$ cat src/rtl/sbox_scheduler.sv
// Time-shares one DES S-box lookup path across S1..S8 for a single round,
// issuing eight 6-bit lookups in order and assembling the 32-bit result word.
module sbox_scheduler #(
  parameter int unsigned LOOKUP_LAT = 0
) (
  input  logic        clk,
  input  logic        rst,
  input  logic        start,
  input  logic        abort,
  input  logic [47:0] data_in,
  output logic [2:0]  sbox_sel,
  output logic [5:0]  sbox_in,
  input  logic [3:0]  sbox_out,
  output logic        busy,
  output logic        done,
  output logic [31:0] result
);

  localparam int unsigned DATA_W   = 48;
  localparam int unsigned CHUNK_W  = 6;
  localparam int unsigned NIB_W    = 4;
  localparam int unsigned RES_W    = 32;
  localparam int unsigned SEL_W    = 3;
  localparam int unsigned WCNT_W   = 2;
  localparam int unsigned NUM_BOX  = 8;
  localparam int unsigned LAST_IDX = NUM_BOX - 1;

  typedef enum logic [1:0] {
    S_IDLE  = 2'd0,
    S_ISSUE = 2'd1,
    S_WAIT  = 2'd2,
    S_DONE  = 2'd3
  } state_t;

  state_t              state_q, state_d;
  logic [SEL_W-1:0]    idx_q, idx_d;
  logic [WCNT_W-1:0]   wcnt_q, wcnt_d;
  logic [DATA_W-1:0]   data_q, data_d;
  logic [RES_W-1:0]    result_q, result_d;
  logic [SEL_W-1:0]    sbox_sel_q, sbox_sel_d;
  logic [CHUNK_W-1:0]  sbox_in_q, sbox_in_d;
  logic                busy_q, busy_d;
  logic                done_q, done_d;
  logic                capture;

  // State and registered outputs
  always_ff @(posedge clk or posedge rst) begin
    if (rst) begin
      state_q    <= S_IDLE;
      idx_q      <= '0;
      wcnt_q     <= '0;
      data_q     <= '0;
      result_q   <= '0;
      sbox_sel_q <= '0;
      sbox_in_q  <= '0;
      busy_q     <= 1'b0;
      done_q     <= 1'b0;
    end else begin
      state_q    <= state_d;
      idx_q      <= idx_d;
      wcnt_q     <= wcnt_d;
      data_q     <= data_d;
      result_q   <= result_d;
      sbox_sel_q <= sbox_sel_d;
      sbox_in_q  <= sbox_in_d;
      busy_q     <= busy_d;
      done_q     <= done_d;
    end
  end

  // Next-state, nibble capture and look-ahead output computation
  always_comb begin
    state_d    = state_q;
    idx_d      = idx_q;
    wcnt_d     = wcnt_q;
    data_d     = data_q;
    result_d   = result_q;
    sbox_sel_d = sbox_sel_q;
    sbox_in_d  = sbox_in_q;
    capture    = 1'b0;

    case (state_q)
      S_IDLE, S_DONE: begin
        state_d = S_IDLE;
        if (start) begin
          data_d  = data_in;
          idx_d   = '0;
          state_d = S_ISSUE;
        end
      end
      S_ISSUE: begin
        if (abort) begin
          state_d = S_IDLE;
        end else if (LOOKUP_LAT == 0) begin
          capture = 1'b1;
        end else begin
          state_d = S_WAIT;
          wcnt_d  = WCNT_W'(LOOKUP_LAT - 1);
        end
      end
      S_WAIT: begin
        if (abort) begin
          state_d = S_IDLE;
        end else if (wcnt_q == '0) begin
          capture = 1'b1;
        end else begin
          wcnt_d = WCNT_W'(wcnt_q - 1'b1);
        end
      end
      default: state_d = S_IDLE;
    endcase

    if (capture) begin
      for (int i = 0; i < NUM_BOX; i++) begin
        if (idx_q == SEL_W'(i)) result_d[RES_W-1-NIB_W*i -: NIB_W] = sbox_out;
      end
      if (idx_q == SEL_W'(LAST_IDX)) begin
        state_d = S_DONE;
      end else begin
        idx_d   = SEL_W'(idx_q + 1'b1);
        state_d = S_ISSUE;
      end
    end

    // Address is computed from the next index/data so it is stable for the whole ISSUE cycle
    if (state_d == S_ISSUE) begin
      sbox_sel_d = idx_d;
      for (int i = 0; i < NUM_BOX; i++) begin
        if (idx_d == SEL_W'(i)) sbox_in_d = data_d[DATA_W-1-CHUNK_W*i -: CHUNK_W];
      end
    end

    busy_d = (state_d == S_ISSUE) || (state_d == S_WAIT);
    done_d = (state_d == S_DONE);
  end

  assign sbox_sel = sbox_sel_q;
  assign sbox_in  = sbox_in_q;
  assign busy     = busy_q;
  assign done     = done_q;
  assign result   = result_q;

endmodule
$ cat config.mk
export PLATFORM = sky130hd
export DESIGN_NAME = sbox_scheduler
export DESIGN_NICKNAME = d
export VERILOG_FILES = /design/src/rtl/sbox_scheduler.sv
export SDC_FILE = /design/constraint.sdc
export NUM_CORES = 1
export LEC_CHECK = 0
export BUFFER_PORTS_ARGS = -buffer_cell sky130_fd_sc_hd__buf_2
export CAP_MARGIN = 10
export CORE_MARGIN = 3
export CORE_UTILIZATION = 55
export CTS_CLUSTER_SIZE = 30
export DETAILED_ROUTE_END_ITERATION = 12
export PLACE_DENSITY_LB_ADDON = 0.12
export SLEW_MARGIN = 10
export SYNTH_ARGS = -nofsm -noshare
export SYNTH_HDL_FRONTEND = slang
export SYNTH_SLANG_ARGS = --single-unit
$ cat constraint.sdc
create_clock -name clk -period 3.5 [get_ports clk]
set_clock_uncertainty 0.05 [all_clocks]
set_input_delay 0.525 -clock clk [delete_from_list [all_inputs] [get_ports clk]]
set_output_delay 0.525 -clock clk [all_outputs]
set_load 0.01 [all_outputs]
==> metrics.md, run 1 <==
| Metric | Value |
|---|---|
| Status | completed |
| Drt total wl | ~11,000 microns |
| Gr usage total | 0.246 |
| Die width | ~98 microns |
| Routed Antenna Nets | 0 |
| Fin Hold WS | 204 ps |
| Clk buf depth | 2 |
| Largest net degree at the start of global routing | 99 |
| Seq/Total Area, Yosys | 0.526 |
| Worst-Skew Late Latency | between 300 and 400 ps |
| Worst-path fanout max | 19 |
| Top post-synthesis cells by count | nand2_1, dfrtp_1, mux2_2 |
| 1st-iter DRT viols | approximately 130 |
| XOR/XNOR Fraction of Synth Area | 0.00188 |
| RSZ-0062 raised after global routing | false |
| Row cnt | 32 |
| Buffers on Ports | 98 |
| Number of synthesized flops with an enable pin | 0 |
| Worst setup EP type | register |
| Synth Area in Compound Gates | 0.0981 |
| Leakage | roughly 2.9 nW |
| Crit path time final | approximately 2900 ps |
| Final hold violations | 0 |
| Vias in the first global route | roughly 3,800 |
| RD Place Congestion | approximately 0.86 |
| Core ar. | 7970 sq um |
| Fill cell total of the finished layout | ~650 |
| WL/cell | ~17 microns |
| Netlist Area Pre-Place | roughly 4700 sq um |
| Initial Util | 0.586 |
| Final Setup Violations | 0 |
| Final nets | between 600 and 700 |
| H-Tree Depth | 3 |
| Syn nets | 514 |
| Worst EP arrival | ~3100 ps |
| Synth-to-Final Area Change | 16.6% |
| Worst VDD drop | between 0.0004 and 0.0005 V |
| Overflow after GRT | 0 |
| Count leader, synth | nand2_1 |
| Simple-gate share of the synthesized area | 0.180 |
| Finished Core Util | 0.683 |
| Initial antenna violation count | 0 |
| Clk pin slew, worst setup/hold paths | 90 ps |
| Ys async rst share | 1.00 |
| Worst path depth | 8 |
| Highest-delay cell along the critical path | o21ai_4 |
| Startpoint Class | register |
| Worst-Margin Slew | 754 ps |
| Critical path, cell by cell | inv_1, ha_1, nand2_1, nand2_1, o21ai_4, mux2_2, a2111oi_0, a211oi_1 |
| # IOs | between 90 and 100 |
| DP Wirelength | between 8000 and 9000 microns |
| Post-cts gate resize count | 0 |
| Fraction of layout cells with a size suffix above 1 | 0.332 |
| First-pass GRT wire length | about 19,000 microns |
| Predominant post-synthesis flop cell | dfrtp_1 |
| Residual DRC | 0 |
| Number of synthesis warnings | 0 |
| Flop and latch count out of synthesis | between 90 and 100 |
| Final Non-Filler Cells | 656 |
| Diodes inserted | 0 |
| Post-synthesis mux area share | 0.117 |
| CTS Buf Count | 9 |
| Synth area leaders | dfrtp_1, mux2_2, nand2_1 |
| CP most frequent cell | nand2_1 |
| Max_cap viols | 0 |
| PwrDens | about 760 nW/um^2 |
| Worst-case reg-to-reg path depth | 8 |
| Adder-Cell Fraction of Synth Area | 0.0295 |
| Synth top area share | 0.526 |
| Die area | around 9600 sq um |
| Achievable frequency | 342 MHz |
| Iteration count of the initial detailed-routing pass | 5 |
| Postcts setup bufs | 0 |
| Yosys top cell by area | dfrtp_1 |
| Clock Sinks | between 90 and 100 |
| CTS root buf | clkbuf_8 |
| Setup tns final | 0 ps |
| Post-synth cell types | just under 50 |
| WP buf/inv | 1 |
| Hold Buf Count CTS | 0 |
| Critical path type | register to register |
| Synthesized area per cell | about 10 sq um |
| WP data required | roughly 3700 ps |
| Crit-path max cell delay | about 470 ps |
| Final Max Tran Viols | 0 |
| Main combinational cell family by area after synthesis | simple AND/OR/NAND/NOR gates |
| Final Cycle Share | 0.837 |
| Slew headroom | 0.490 |
| Die H | roughly 98 microns |
| Synthesized instance count | 447 |
| # placed instances | 640 |
| CTS tree | built |
| Via/cell ratio | about 5.5 |
| Worst min path class | input pin to asynchronous set/reset pin |
| Via Count | between 3,000 and 4,000 |
| Critical path's top delay family | compound AO/OA/AOI/OAI gates |
stage by stage:
| stage | setup WS (ps) | power (W) | cell area (sq um) |
|---|---|---|---|
| after floorplan | 363 | 0.00292 | 4670 |
| after global placement | 587 | 0.00335 | 5250 |
| after detailed placement | 570 | 0.00340 | 5250 |
| after CTS | 559 | 0.00413 | 5440 |
| after global routing | 404 | 0.00442 | 5440 |
| final | 572 | 0.00412 | 5440 |
tightest hold or removal path: cells and delay by family:
kind / cells / cell delay, ps
buffers and inverters: 3 / 550
worst paths after layout:
path                                  start    endpoint  slack (ps)
worst max-delay path             state_q[0]  sbox_in[3]         570
worst min-delay path                    rst  result[10]         200
worst max register to register   state_q[0]  sbox_in[3]         570
worst min register to register   data_q[14]  data_q[14]         420
max in group asynchronous               rst  sbox_in[5]        2800
min in group clk                data_in[12]  data_q[12]         310
flip-flops by register name (all words and copies together) (netlist names):
| name | count |
|---|---|
| data_q | 48 |
| result | 32 |
| sbox_in | 6 |
| idx_q | 3 |
| sbox_sel | 3 |
| state_q | 2 |
| wcnt_q | 2 |
| busy | 1 |
| done | 1 |
cell usage in the layout (no fill, tap or decap), types with 4 or more instances in the layout:
cell	Yosys	final
clkbuf_8	1	9
a31oi_1	7	7
nand4_1	5	5
buf_4	2	11
nand2_1	129	129
and2_1	5	4
and3b_2	4	4
buf_2	7	98
a21oi_1	12	12
ha_1	11	11
nand3_1	12	12
o21ai_0	6	6
nor2_1	10	10
dfrtp_1	98	98
a211oi_1	8	8
inv_1	22	21
mux2_2	43	43
logic make-up after synthesis:
family,after synthesis
and+or+nand+nor,186
DFF,98
AOI/OAI and AO/OA,62
muxes,48
buffers and inverters,41
adders and majority gates,11
xor gates and xnor gates,1
metal layers:
metal / global-route usage / up-vias / wire length, microns / share of wire
li1: - / 1738 / - / -
met1: 0.355 / 1785 / 5200 / 0.47
met2: 0.372 / 103 / 5170 / 0.46
met3: 0.0621 / 10 / 656 / 0.059
met4: 0.0671 / 0 / 143 / 0.013
met5: 0 / - / 0 / 0
where the power goes:
part | total [W] | switching (W) | internal, W
registers | 0.00170 | 0.000161 | 0.00154
clock network | 0.000738 | 0.000406 | 0.000332
logic | 0.00168 | 0.00101 | 0.000675
total | 0.00412 | 0.00157 | 0.00255
area by class of cell:
cell class / count / area (sq um) / area share
inverters: 22 / 85.1 / 0.0156
flip-flops and latches: 98 / 2450 / 0.451
multi-input cells: 308 / 1990 / 0.366
repair buffers: 110 / 593 / 0.109
clock buffers: 10 / 128 / 0.0235
well taps: 102 / 128 / 0.0235
clock inverters: 6 / 65.1 / 0.0120
Power figures use the tool's default switching activity.
==> run 2: changes to the inputs <==
- CORE_UTILIZATION: 55 -> 49
- clock period: 3.5 -> 2.6 ns (I/O delays scaled with it)
==> run 2 against run 1 <==
First-iteration DRC count grew 63%. Maximum frequency up 17%. Final cell count grew 5.2%. Global-route usage shrank 3.8 points. Largest cell class unchanged. Highest routed layer unchanged.
==> metrics.md, run 2 (synthesis gave the netlist of run 1 again) <==
| Metric | Value |
|---|---|
| Die H | 104 microns (+5.6%) |
| Core ar. | 8980 sq um (+13%) |
| Clock Power Share | 0.167 (-0.012) |
| Overflow after GRT | 0 (unchanged) |
| CTS tree | built |
| CTS root buf | clkbuf_8 |
| Leakage | 2.94 nW (+2.4%) |
| Fin Hold WS | 96.7 ps (-107 ps) |
| Met2 wire len | 5010 microns (-3.2%) |
| Die width | 104 microns (+5.6%) |
| Postcts setup bufs | 0 (unchanged) |
| Clk buf depth | 2 (unchanged) |
| 1st-iter DRT viols | 217 (+63%) |
| Register area | 2450 sq um (unchanged) |
| Largest register FFs | 48 (unchanged) |
| Most flops, register | data_q |
| Initial antenna violation count | 0 (unchanged) |
| H-Tree Depth | 3 (unchanged) |
| Metal-1 WL | 5030 microns (-3.2%) |
| Sw frac | 0.389 (+0.00749) |
| Residual DRC | 0 (unchanged) |
| Final Cycle Share | 0.964 (+0.127) |
| Iteration count of the initial detailed-routing pass | 5 (unchanged) |
| Die area | 10,700 sq um (+11%) |
| Logic pwr share | 0.438 (+0.030) |
| Worst-path fanout max | 6 (-13) |
| Worst EP arrival | 2700 ps (-420 ps) |
| Diodes inserted | 0 (unchanged) |
| Largest net degree at the start of global routing | 99 (unchanged) |
| Achievable frequency | 399 MHz (+17%) |
| Commonest non-fill, non-tap cell in the layout | nand2_1 |
| Switching power | 0.00224 W (+42%) |
| Via Count | 3,656 (+0.55%) |
| Row cnt | 34 (+6.3%) |
| Buffers on Ports | 98 (unchanged) |
| Hold Buf Count CTS | 0 (unchanged) |
| RD Place Congestion | 0.867 (+0.88%) |
| DP Wirelength | 8080 microns (-0.50%) |
| RSZ-0062 raised after global routing | true |
| Placed cell area | 5380 sq um (+2.6%) |
| Area of the multi-input gates | 2090 sq um (+5.2%) |
| Via/cell ratio | 5.30 (-4.4%) |
| Worst-Skew Late Latency | 370 ps (about the same) |
| # IOs | 99 (unchanged) |
| Final Setup Violations | 0 (unchanged) |
| Gr usage total | 0.207 (-0.0383) |
| Status | completed |
| WP data required | 2800 ps (-890 ps) |
| Fill cell total of the finished layout | 784 (+21%) |
| Clk pin slew, worst setup/hold paths | 110 ps (+20 ps) |
| Final hold violations | 0 (unchanged) |
| Drt total wl | 10,900 microns (-2.0%) |
| Routed Antenna Nets | 0 (unchanged) |
| Max_cap viols | 0 (unchanged) |
| Startpoint Class | register |
| Worst setup EP type | register |
| Worst VDD drop | 0.000468 V (+17%) |
| P_int | 0.00351 W (+38%) |
| Post-layout instance area | 5670 sq um (+4.2%) |
| Initial Util | 0.520 (-0.0658) |
| Crit path time final | 2510 ps (-422 ps) |
| Final Max Tran Viols | 0 (unchanged) |
| Synth-to-Final Area Change | 21.5% |
| Slew headroom | 0.569 (+0.0787) |
| Sequential Power Share | 0.395 (-0.018) |
| Critical path type | register to register |
| Worst-Margin Slew | 638 ps (-117 ps) |
| Uppermost layer routed | met4 |
| Clock Sinks | 98 (unchanged) |
| PwrDens | 1010 nW/um^2 (+34%) |
| First-pass GRT wire length | 18,100 microns (-4.2%) |
| Final nets | 626 (+1.6%) |
| WL/cell | 15.9 microns (-6.9%) |
| Vias in the first global route | 3,650 (-3.1%) |
| Worst min path class | input pin to asynchronous set/reset pin |
| Met3 WL | 715 microns (+9.0%) |
| Fraction of layout cells with a size suffix above 1 | 0.371 (+0.0384) |
| Setup tns final | 0 ps (unchanged) |
| Leading cell types in the layout, fill and taps excluded | nand2_1, dfrtp_1, buf_2 |
| Total Power | 0.00575 W (+40%) |
| CTS Buf Count | 9 (unchanged) |
==> run 2: area by class of cell <==
type | count | area share
inverters | 22 | 0.0152
repair buffers | 120 | 0.121
flip-flops and latches | 98 | 0.433
multi-input cells | 308 | 0.369
clock inverters | 7 | 0.0121
well taps | 126 | 0.0278
clock buffers | 9 | 0.0219
==> run 2: worst paths after layout <==
check	startpoint	to	slack (ps)	depth (start not counted)
max	idx_q[0]	sbox_in[3]	90	9
min	rst	data_q[4]	100	3
max reg2reg	idx_q[0]	sbox_in[3]	90	9
min reg2reg	wcnt_q[0]	wcnt_q[0]	430	1
max in group asynchronous	rst	data_q[29]	2020	3
min in group clk	data_in[20]	data_q[20]	180	3
==> run 2: repair_timing <==
item | in CTS | in global routing
pin swaps | 0 | 1
setup endpoints to repair | 1 | 6
endpoints found under the hold margin | 0 | 0
resized for setup | 1 | 18
==> run 2: routing by layer <==
| layer | global-route usage | up-vias |
|---|---|---|
| li1 | - | 1753 |
| met3 | 0.0541 | 15 |
| met1 | 0.291 | 1772 |
| met5 | 0 | - |
| met2 | 0.321 | 116 |
| met4 | 0.0579 | 0 |
==> run 2: metrics by stage <==
stage / cells / worst slack [ps] / utilization
2_1_floorplan: 447 / 9.19 / -
3_3_place_gp: 674 / 94.8 / 0.600
3_5_place_dp: 674 / 17.0 / 0.600
4_1_cts: 690 / 36.5 / 0.622
5_1_grt: 690 / -17.0 / 0.631
6_report: 690 / 94.3 / 0.631
==> run 2: power groups by stage <==
stage	Combinational [W]	Clock, W	Sequential, W
floorplan	0.00163	0	0.00235
global placement	0.00235	0	0.00229
detailed placement	0.00240	0	0.00231
CTS	0.00242	0.000981	0.00228
global route	0.00281	0.00104	0.00233
finish	0.00252	0.000958	0.00227
==> run 2: critical path: stages (launching register included) <==
cell and delay (ps):
dfrtp_1 390, ha_1 220, ha_2 210, or3_4 370
nor2_8 140, buf_4 170, o21ai_4 100, mux2_2 320
a2111oi_4 350, a211oi_1 70
